--- config.mk ---
export PLATFORM = sky130hd
export DESIGN_NAME = fifo_rd_stream_adapter
export DESIGN_NICKNAME = d
export VERILOG_FILES = /design/src/rtl/fifo_pkg.sv /design/src/rtl/fifo_rd_prefetch_buf.sv /design/src/rtl/fifo_rd_stream_adapter.sv
export SDC_FILE = /design/constraint.sdc
export NUM_CORES = 1
export LEC_CHECK = 0
export ABC_AREA = 1
export BUFFER_PORTS_ARGS = -buffer_cell sky130_fd_sc_hd__buf_2
export CAP_MARGIN = 25
export CORE_MARGIN = 3
export CORE_UTILIZATION = 47
export CTS_CLUSTER_SIZE = 28
export DETAILED_ROUTE_END_ITERATION = 8
export PLACE_DENSITY = 0.77
export SLEW_MARGIN = 20
export SYNTH_ARGS = -nofsm -noshare
export SYNTH_HDL_FRONTEND = slang
export SYNTH_SLANG_ARGS = --single-unit
--- constraint.sdc ---
create_clock -name clk -period 1.55 [get_ports clk]
set_input_delay 0.0775 -clock clk [delete_from_list [all_inputs] [get_ports clk]]
set_output_delay 0.0775 -clock clk [all_outputs]
set_load 0.02 [all_outputs]
--- src/rtl/fifo_pkg.sv ---
// fifo_pkg: data width, data type and statistics width shared by the FIFO and its adapters
package fifo_pkg;
   localparam int DATA_WIDTH = 8;
   typedef logic [DATA_WIDTH-1:0] data_t;
   localparam int STAT_W = 32;
endpackage

--- src/rtl/fifo_rd_prefetch_buf.sv ---
// fifo_rd_prefetch_buf: circular prefetch storage with write/pop/clear and head/occupancy outputs
module fifo_rd_prefetch_buf #(
   parameter int DATA_WIDTH = fifo_pkg::DATA_WIDTH,
   parameter int DEPTH      = 4,
   localparam int AW        = $clog2(DEPTH),
   localparam int CW        = AW + 1
) (
   input  logic                  clk,
   input  logic                  rst_n,
   input  logic                  clear,
   input  logic                  wr,
   input  logic [DATA_WIDTH-1:0] wr_data,
   input  logic                  pop,
   output logic [DATA_WIDTH-1:0] head,
   output logic [CW-1:0]         count
);
   import fifo_pkg::*;
   logic [DATA_WIDTH-1:0] mem [DEPTH];
   logic [AW-1:0] wr_ptr;
   logic [AW-1:0] rd_ptr;
   assign head = mem[rd_ptr];
   // storage and pointers; clear drops occupancy but leaves stale words unread
   always_ff @(posedge clk or negedge rst_n) begin
      if (!rst_n) begin
         mem    <= '{default: '0};
         wr_ptr <= '0;
         rd_ptr <= '0;
         count  <= '0;
      end else if (clear) begin
         wr_ptr <= '0;
         rd_ptr <= '0;
         count  <= '0;
      end else begin
         if (wr) begin
            mem[wr_ptr] <= wr_data;
            wr_ptr      <= wr_ptr + AW'(1);
         end
         if (pop) rd_ptr <= rd_ptr + AW'(1);
         if (wr && !pop) count <= count + CW'(1);
         else if (!wr && pop) count <= count - CW'(1);
      end
   end
endmodule

--- src/rtl/fifo_rd_stream_adapter.sv ---
// fifo_rd_stream_adapter: turns the FIFO registered-read port into a valid/ready stream via credit-tracked prefetch
// Optional statistics counters enabled by defining FIFO_RD_ADAPTER_STATS_EN.
module fifo_rd_stream_adapter #(
   parameter int DATA_WIDTH = fifo_pkg::DATA_WIDTH,
   parameter int BUF_DEPTH  = 4
) (
   input  logic                  clk,
   input  logic                  rst_n,
   input  logic                  flush,
   input  logic [DATA_WIDTH-1:0] fifo_data_out,
   input  logic                  fifo_empty,
   output logic                  fifo_rd_en,
   output logic [DATA_WIDTH-1:0] m_data,
   output logic                  m_valid,
   input  logic                  m_ready
`ifdef FIFO_RD_ADAPTER_STATS_EN
   ,
   output logic [fifo_pkg::STAT_W-1:0] stat_xfer_cnt,
   output logic [fifo_pkg::STAT_W-1:0] stat_stall_cnt
`endif
);
   import fifo_pkg::*;
   localparam int CW = $clog2(BUF_DEPTH) + 1;
   logic [CW-1:0] count;
   logic [CW:0]   used;
   logic          inflight;
   logic          pop;
   // credit covers buffered words plus the one already requested, so a capture never finds the buffer full
   assign used       = (CW+1)'(count) + (CW+1)'(inflight);
   assign fifo_rd_en = rst_n && !fifo_empty && !flush && (used < (CW+1)'(BUF_DEPTH));
   assign m_valid    = count != '0;
   assign pop        = m_valid && m_ready && !flush;
   // inflight marks that fifo_data_out carries a requested word this cycle
   always_ff @(posedge clk or negedge rst_n) begin
      if (!rst_n) inflight <= 1'b0;
      else inflight <= fifo_rd_en;
   end
   fifo_rd_prefetch_buf #(
      .DATA_WIDTH(DATA_WIDTH),
      .DEPTH     (BUF_DEPTH)
   ) u_buf (
      .clk    (clk),
      .rst_n  (rst_n),
      .clear  (flush),
      .wr     (inflight && !flush),
      .wr_data(fifo_data_out),
      .pop    (pop),
      .head   (m_data),
      .count  (count)
   );
`ifdef FIFO_RD_ADAPTER_STATS_EN
   // saturating transfer and stall counters; only reset clears them, flush does not
   always_ff @(posedge clk or negedge rst_n) begin
      if (!rst_n) begin
         stat_xfer_cnt  <= '0;
         stat_stall_cnt <= '0;
      end else begin
         if (pop && stat_xfer_cnt != '1) stat_xfer_cnt <= stat_xfer_cnt + STAT_W'(1);
         if (m_valid && !m_ready && stat_stall_cnt != '1) stat_stall_cnt <= stat_stall_cnt + STAT_W'(1);
      end
   end
`endif
endmodule
# ---- Yosys cells after proc, flatten, opt, wreduce, memory -nomap -nowiden
# Index checks and enable logic that the tools add are counted.
dict set report classes {
  n_addsub 5
  mul 0
  div_mod_pow 0
  magnitude_cmp 4
  n_eq_ne 0
  shifts 0
  muxes 13
  bitwise 3
  reduce_logical 18
}
# cell count
set ops {}
lappend ops {{$bwmux W32} 1}
lappend ops {{$mux W8} 3}
lappend ops {{$bmux W8 S2} 1}
lappend ops {{$demux W8 S2} 1}
lappend ops {{$logic_and A1 B1 Y1} 9}
lappend ops {{$mux W3} 3}
lappend ops {{$mux W2} 4}
lappend ops {{$ge A3 B3 Y1 const B} 2}
lappend ops {{$not A2 Y3} 2}
lappend ops {{$reduce_bool A3 Y1} 2}
lappend ops {{$add A2 B1 Y2 const B} 2}
lappend ops {{$add A3 B1 Y4} 1}
lappend ops {{$logic_not A1 Y1} 4}
lappend ops {{$lt A4 B3 Y1 const B} 1}
lappend ops {{$reduce_bool A2 Y1} 2}
lappend ops {{$add A3 B1 Y3 const B} 1}
lappend ops {{$lt A3 B1 Y1 const B} 1}
lappend ops {{$sub A3 B1 Y3 const B} 1}
lappend ops {{$reduce_and A2 Y1} 1}
lappend ops {{$not A1 Y1} 1}
dict set report word_totals {
  ff_bits 40
  latchBits 0
  ramBits 0
  mem_bits_ro 0
  in_bits 13
  elab_cells 51
  memories 0
}

# ---- Logic depth before layout (Yosys ltp)
dict set report logic_depth {
  depth_word 7
  depth_mapped 10
}

# ---- Hierarchy
# A second synthesis with hierarchy kept.
dict set report hier_totals {
  cells_unflattened 226
  area_unflattened_um2 2004.4
}
# module instances cells_each area_each_um2 seq_area_each_um2
set modules_own_cells {}
lappend modules_own_cells {fifo_rd_prefetch_buf 1 210 1919.3 975.9}
lappend modules_own_cells {fifo_rd_stream_adapter 1 16 85.1 25.0}

# ---- Worst setup path after synthesis
# Ideal clock, no wire load.
dict set report synth_path {
  path_type {reg2reg}
  from {reg u_buf.count[2]}
  to {reg u_buf.count[1]}
  arrival_ps 1504
  required_time_ps 1423
  setup_slack_ps -80
  path_stages_with_launch 10
  path_buffers 0
  period_less_slack_ps 1630
  path_cell_list {dfrtp_1 inv_1 nand2_1 nand2_1 nand2_1 inv_1 fa_1 nor2_1 nand2_1 o21ai_0}
}
dict set report synth_via {
  elab_chain_cells 7
}
# item line
set synth_lines {}
lappend synth_lines {{start: declaration} fifo_rd_prefetch_buf.sv:15} ;# output logic [CW-1:0] count
lappend synth_lines {{start signal: assignment} fifo_rd_prefetch_buf.sv:39} ;# if (wr && !pop) count <= count + CW'(1);
lappend synth_lines {{start signal: assignment} fifo_rd_prefetch_buf.sv:40} ;# else if (!wr && pop) count <= count - CW'(1);
lappend synth_lines {{$reduce_bool A3 Y1 (*)} fifo_rd_stream_adapter.sv:31} ;# assign m_valid = count != '0;
lappend synth_lines {{via m_valid} fifo_rd_stream_adapter.sv:14} ;# output logic m_valid,
lappend synth_lines {{$logic_and A1 B1 Y1 (*) (2 in a row)} fifo_rd_stream_adapter.sv:32} ;# assign pop = m_valid && m_ready && !flush;
lappend synth_lines {{$logic_not A1 Y1} fifo_rd_prefetch_buf.sv:39}
lappend synth_lines {{$logic_and A1 B1 Y1} fifo_rd_prefetch_buf.sv:39}
lappend synth_lines {{$mux W3} fifo_rd_prefetch_buf.sv:39}
lappend synth_lines {{$mux W3} fifo_rd_prefetch_buf.sv:29} ;# end else if (clear) begin
# Mark *: on every way through the listed nets, which the timed path passes. The rest lies on a longest branch.
# A chain may end at the register's enable or synchronous reset.

# ---- Worst setup path after layout
dict set report layout_path {
  from {reg u_buf.count[1]}
  to {reg u_buf.count[1]}
}
dict set report layout_via {
  elab_chain_cells 7
}
# item
set layout_lines {}
lappend layout_lines {{parallel branches: the longest is 7 deep, another holds $sub A3 B1 Y3}}
# Several ways; the timed one is not identified. The select of a mux whose other input is x is not followed.

==> metrics.csv <==
metric,value,unit
WL/cell,13.2,µm
startpoint class of the critical path,register,
Max clock buf depth,2,
Avg Vias per Cell,5.25,
Worst R2R Start,u_buf.count[1],
CTS tree,done,
area occupied by multi-input gates,728,µm²
Syn. warnings,0,
Max Fanout on Critical Path,3,
fmax,0.662,GHz
core box area,3740,µm²
htree depth,2,
routability cong.,0.810,
cell area after layout,2150,µm²
Yosys reg bits,40,
Hold Path Class,input pin to register,
Max Clock Skew,2.37,ps
first-pass GRT wire length,6370,µm
Post-synth EDFFs,0,
Worst R2R Path Depth,9,
port bufs,22,
Sw Pwr,0.862,mW
I/O pin count,23,
Clk pwr share,24.1,%
Final ANT Viol Nets,0,
Initial Util,49.6,%
"top cells by area, synth","dfrtp_1 (54%), o21ai_0 (14%), nand2_1 (8.9%), nor2_1 (4.2%), inv_1 (4.0%)",
largest net degree at the start of global routing,41,
area grow syn2layout,15.8,%
sequential share of power,47.5,%
Post-Syn Area,1860,µm²
CTS Root Cell,clkbuf_8,
cells along the critical path,nor2_2 -> nand2_2 -> nand2_2 -> nand2_2 -> inv_2 -> fa_1 -> nor2_1 -> nand2_1 -> o21ai_1,
"FFs w/ async S/R, synth",100,%
Syn Area/Cell,8.68,µm²
Hold Crit Start,fifo_empty,
fill cell count,350,
slew at the pin closest to its max-slew limit,507,ps
synth unique cells,18,
Crit Path Class,register to register,
Clock Latency Late Sink,290,ps
Reg-to-Reg End,u_buf.count[1],
full die area,4740,µm²
Max Slew Vio Count,0,
combinational share of power,28.4,%
max-capacitance violation count,0,
layout cell share with drive strength beyond 1,19.0,%
drt first pass iters,4,
grt ovf,0,
fin nets,265,
post-DP HPWL,2600,µm
antenna cell count,0,
Die W,68.9,µm
global-route usage over all layers,18.7,%
Reg2Reg Setup Slack,40,ps
status,finished clean,
Residual DRC,0,
Synth Instances,214,
storage element area,1000,µm²
vias in the first global route,1428,
P per Cell Area,1220,nW/µm²
Rows,22,
DR vias,1549,
post-synth top area cell,dfrtp_1,
Most used DFF post-synth,dfrtp_1,
CP peak stage delay,410,ps
Power Internal,1.76,mW
Worst VDD drop,0.816,mV
CP startpoint,u_buf.count[1],
Crit. End Element,register,
CP max stage cell,dfrtp_1,
CP Capture Point,u_buf.count[1],
Tmin final,1510,ps
fin crit share,97.5,%
total power,2.62,mW
CTS sink count,40,
initial antenna violation count,0,
"Req. time, crit path",1770,ps
Synth top area share,53.9,%
Leak,1.07,nW
unrepaired setup endpoints after global routing,true,
final wirelength,3900,µm
WP data arrival,1730,ps
CTS Buf Count,5,
cell repeated most along the worst path,nand2_2,
Die H,68.9,µm
Sw Share,32.9,%
Max transition margin,66.1,%
Initial DRC Count,68,
"CTS clk-pin slew, worst paths",70,ps
sequential area share after synthesis,53.9,%
Setup-failing EPs final,0,
Final Hold Vio Count,0,
post-placement cell area,2040,µm²
Syn Nets,232,
state kept, by name, summed over array words and instances, names as in the netlist:
| register | flops |
|---|---|
| u_buf.rd_ptr | 2 |
| inflight | 1 |
| u_buf.mem | 32 |
| u_buf.count | 3 |
| u_buf.wr_ptr | 2 |
placed cells by master (no fill, tap or decap), drive strengths merged:
cell,n
nand4,2
dfrtp,40
dlygate4sd3,1
buf,33
clkbuf,6
inv,20
ha,4
nand3,6
nor3,1
a22o,1
nand2,44
a21oi,3
o22ai,8
clkinv,1
fa,1
o21ai,53
nor2,22
a31oi,1
per-layer routing:
metal | track usage, % | vias up | share of wire [%]
met4 | 5.11 | 0 | 1.2
met1 | 24.7 | 736 | 46
met3 | 5.83 | 6 | 4.8
met5 | 0 | - | 0
met2 | 29.8 | 33 | 48
li1 | - | 774 | -
per-stage QoR:
| step | std cells | worst slack (ps) | util, % | hold WS, ps | TNS (ps) |
|---|---|---|---|---|---|
| 2_1_floorplan | 214 | 4.85 | - | -218 | 0 |
| 3_3_place_gp | 285 | 69.9 | 54.5 | 223 | 0 |
| 5_1_grt | 295 | -62.9 | 57.4 | 66.1 | -121 |
| 4_1_cts | 293 | 7.12 | 56.9 | 53.2 | 0 |
| 3_5_place_dp | 285 | 13.4 | 54.5 | 218 | 0 |
| 6_report | 295 | 38.9 | 57.4 | 56.8 | 0 |
repair_timing:
action,in CTS,in global routing
endpoints found under the setup margin,3,6
hold buffers,1,0
setup buffers,0,2
pin swaps,0,5
gates resized for setup,2,4
endpoints found under the hold margin,40,0
critical path: cells and delay by family (launching register included):
kind,cells,cell delay (ps)
flops,1,410
simple gates,6,490
buf+inv,1,60
compound gates,1,70
fa+ha+maj,1,400
how the worst min path moves through the flow:
stage                     slack, ps  cells after the start      endpoint
after floorplan                -220                      0      inflight
after global placement          220                      2  u_buf.mem[5]
after detailed placement        220                      2  u_buf.mem[5]
after CTS                        50                      4      inflight
after global routing             70                      4      inflight
final                            60                      4      inflight
area by class of cell:
type | count | share of cell area (%)
well taps | 48 | 2.79
inverters | 20 | 3.49
flip-flops and latches | 40 | 46.6
repair buffers | 34 | 9.60
multi-input cells | 146 | 33.9
clock inverters | 1 | 0.233
clock buffers | 6 | 3.38
power by group through the flow:
stage / Clock, mW / Combinational [mW] / Sequential (mW)
floorplan: 0 / 0.499 / 1.24
global placement: 0 / 0.714 / 1.26
detailed placement: 0 / 0.724 / 1.26
CTS: 0.655 / 0.730 / 1.24
global route: 0.704 / 0.844 / 1.26
finish: 0.633 / 0.746 / 1.25
logic make-up after synthesis:
kind of cell             count (synthesis)  synth area share [%]
AND/OR/NAND/NOR                         75                  16.3
AO/OA/AOI/OAI                           66                  18.6
flip-flops                              40                  53.9
buffers and inverters                   28                  7.41
adder cells (fa/ha/maj)                  5                  3.77
cell usage after synthesis (2+ instances only):
cell,instances
dfrtp_1,40
buf_6,4
inv_1,20
nand4_1,2
ha_1,4
buf_2,2
nor2_1,21
o22ai_1,8
nand3_1,6
o21ai_0,53
a21oi_1,3
clkbuf_1,2
nand2_1,44
Note: power is estimated with default switching activity, not from simulation.
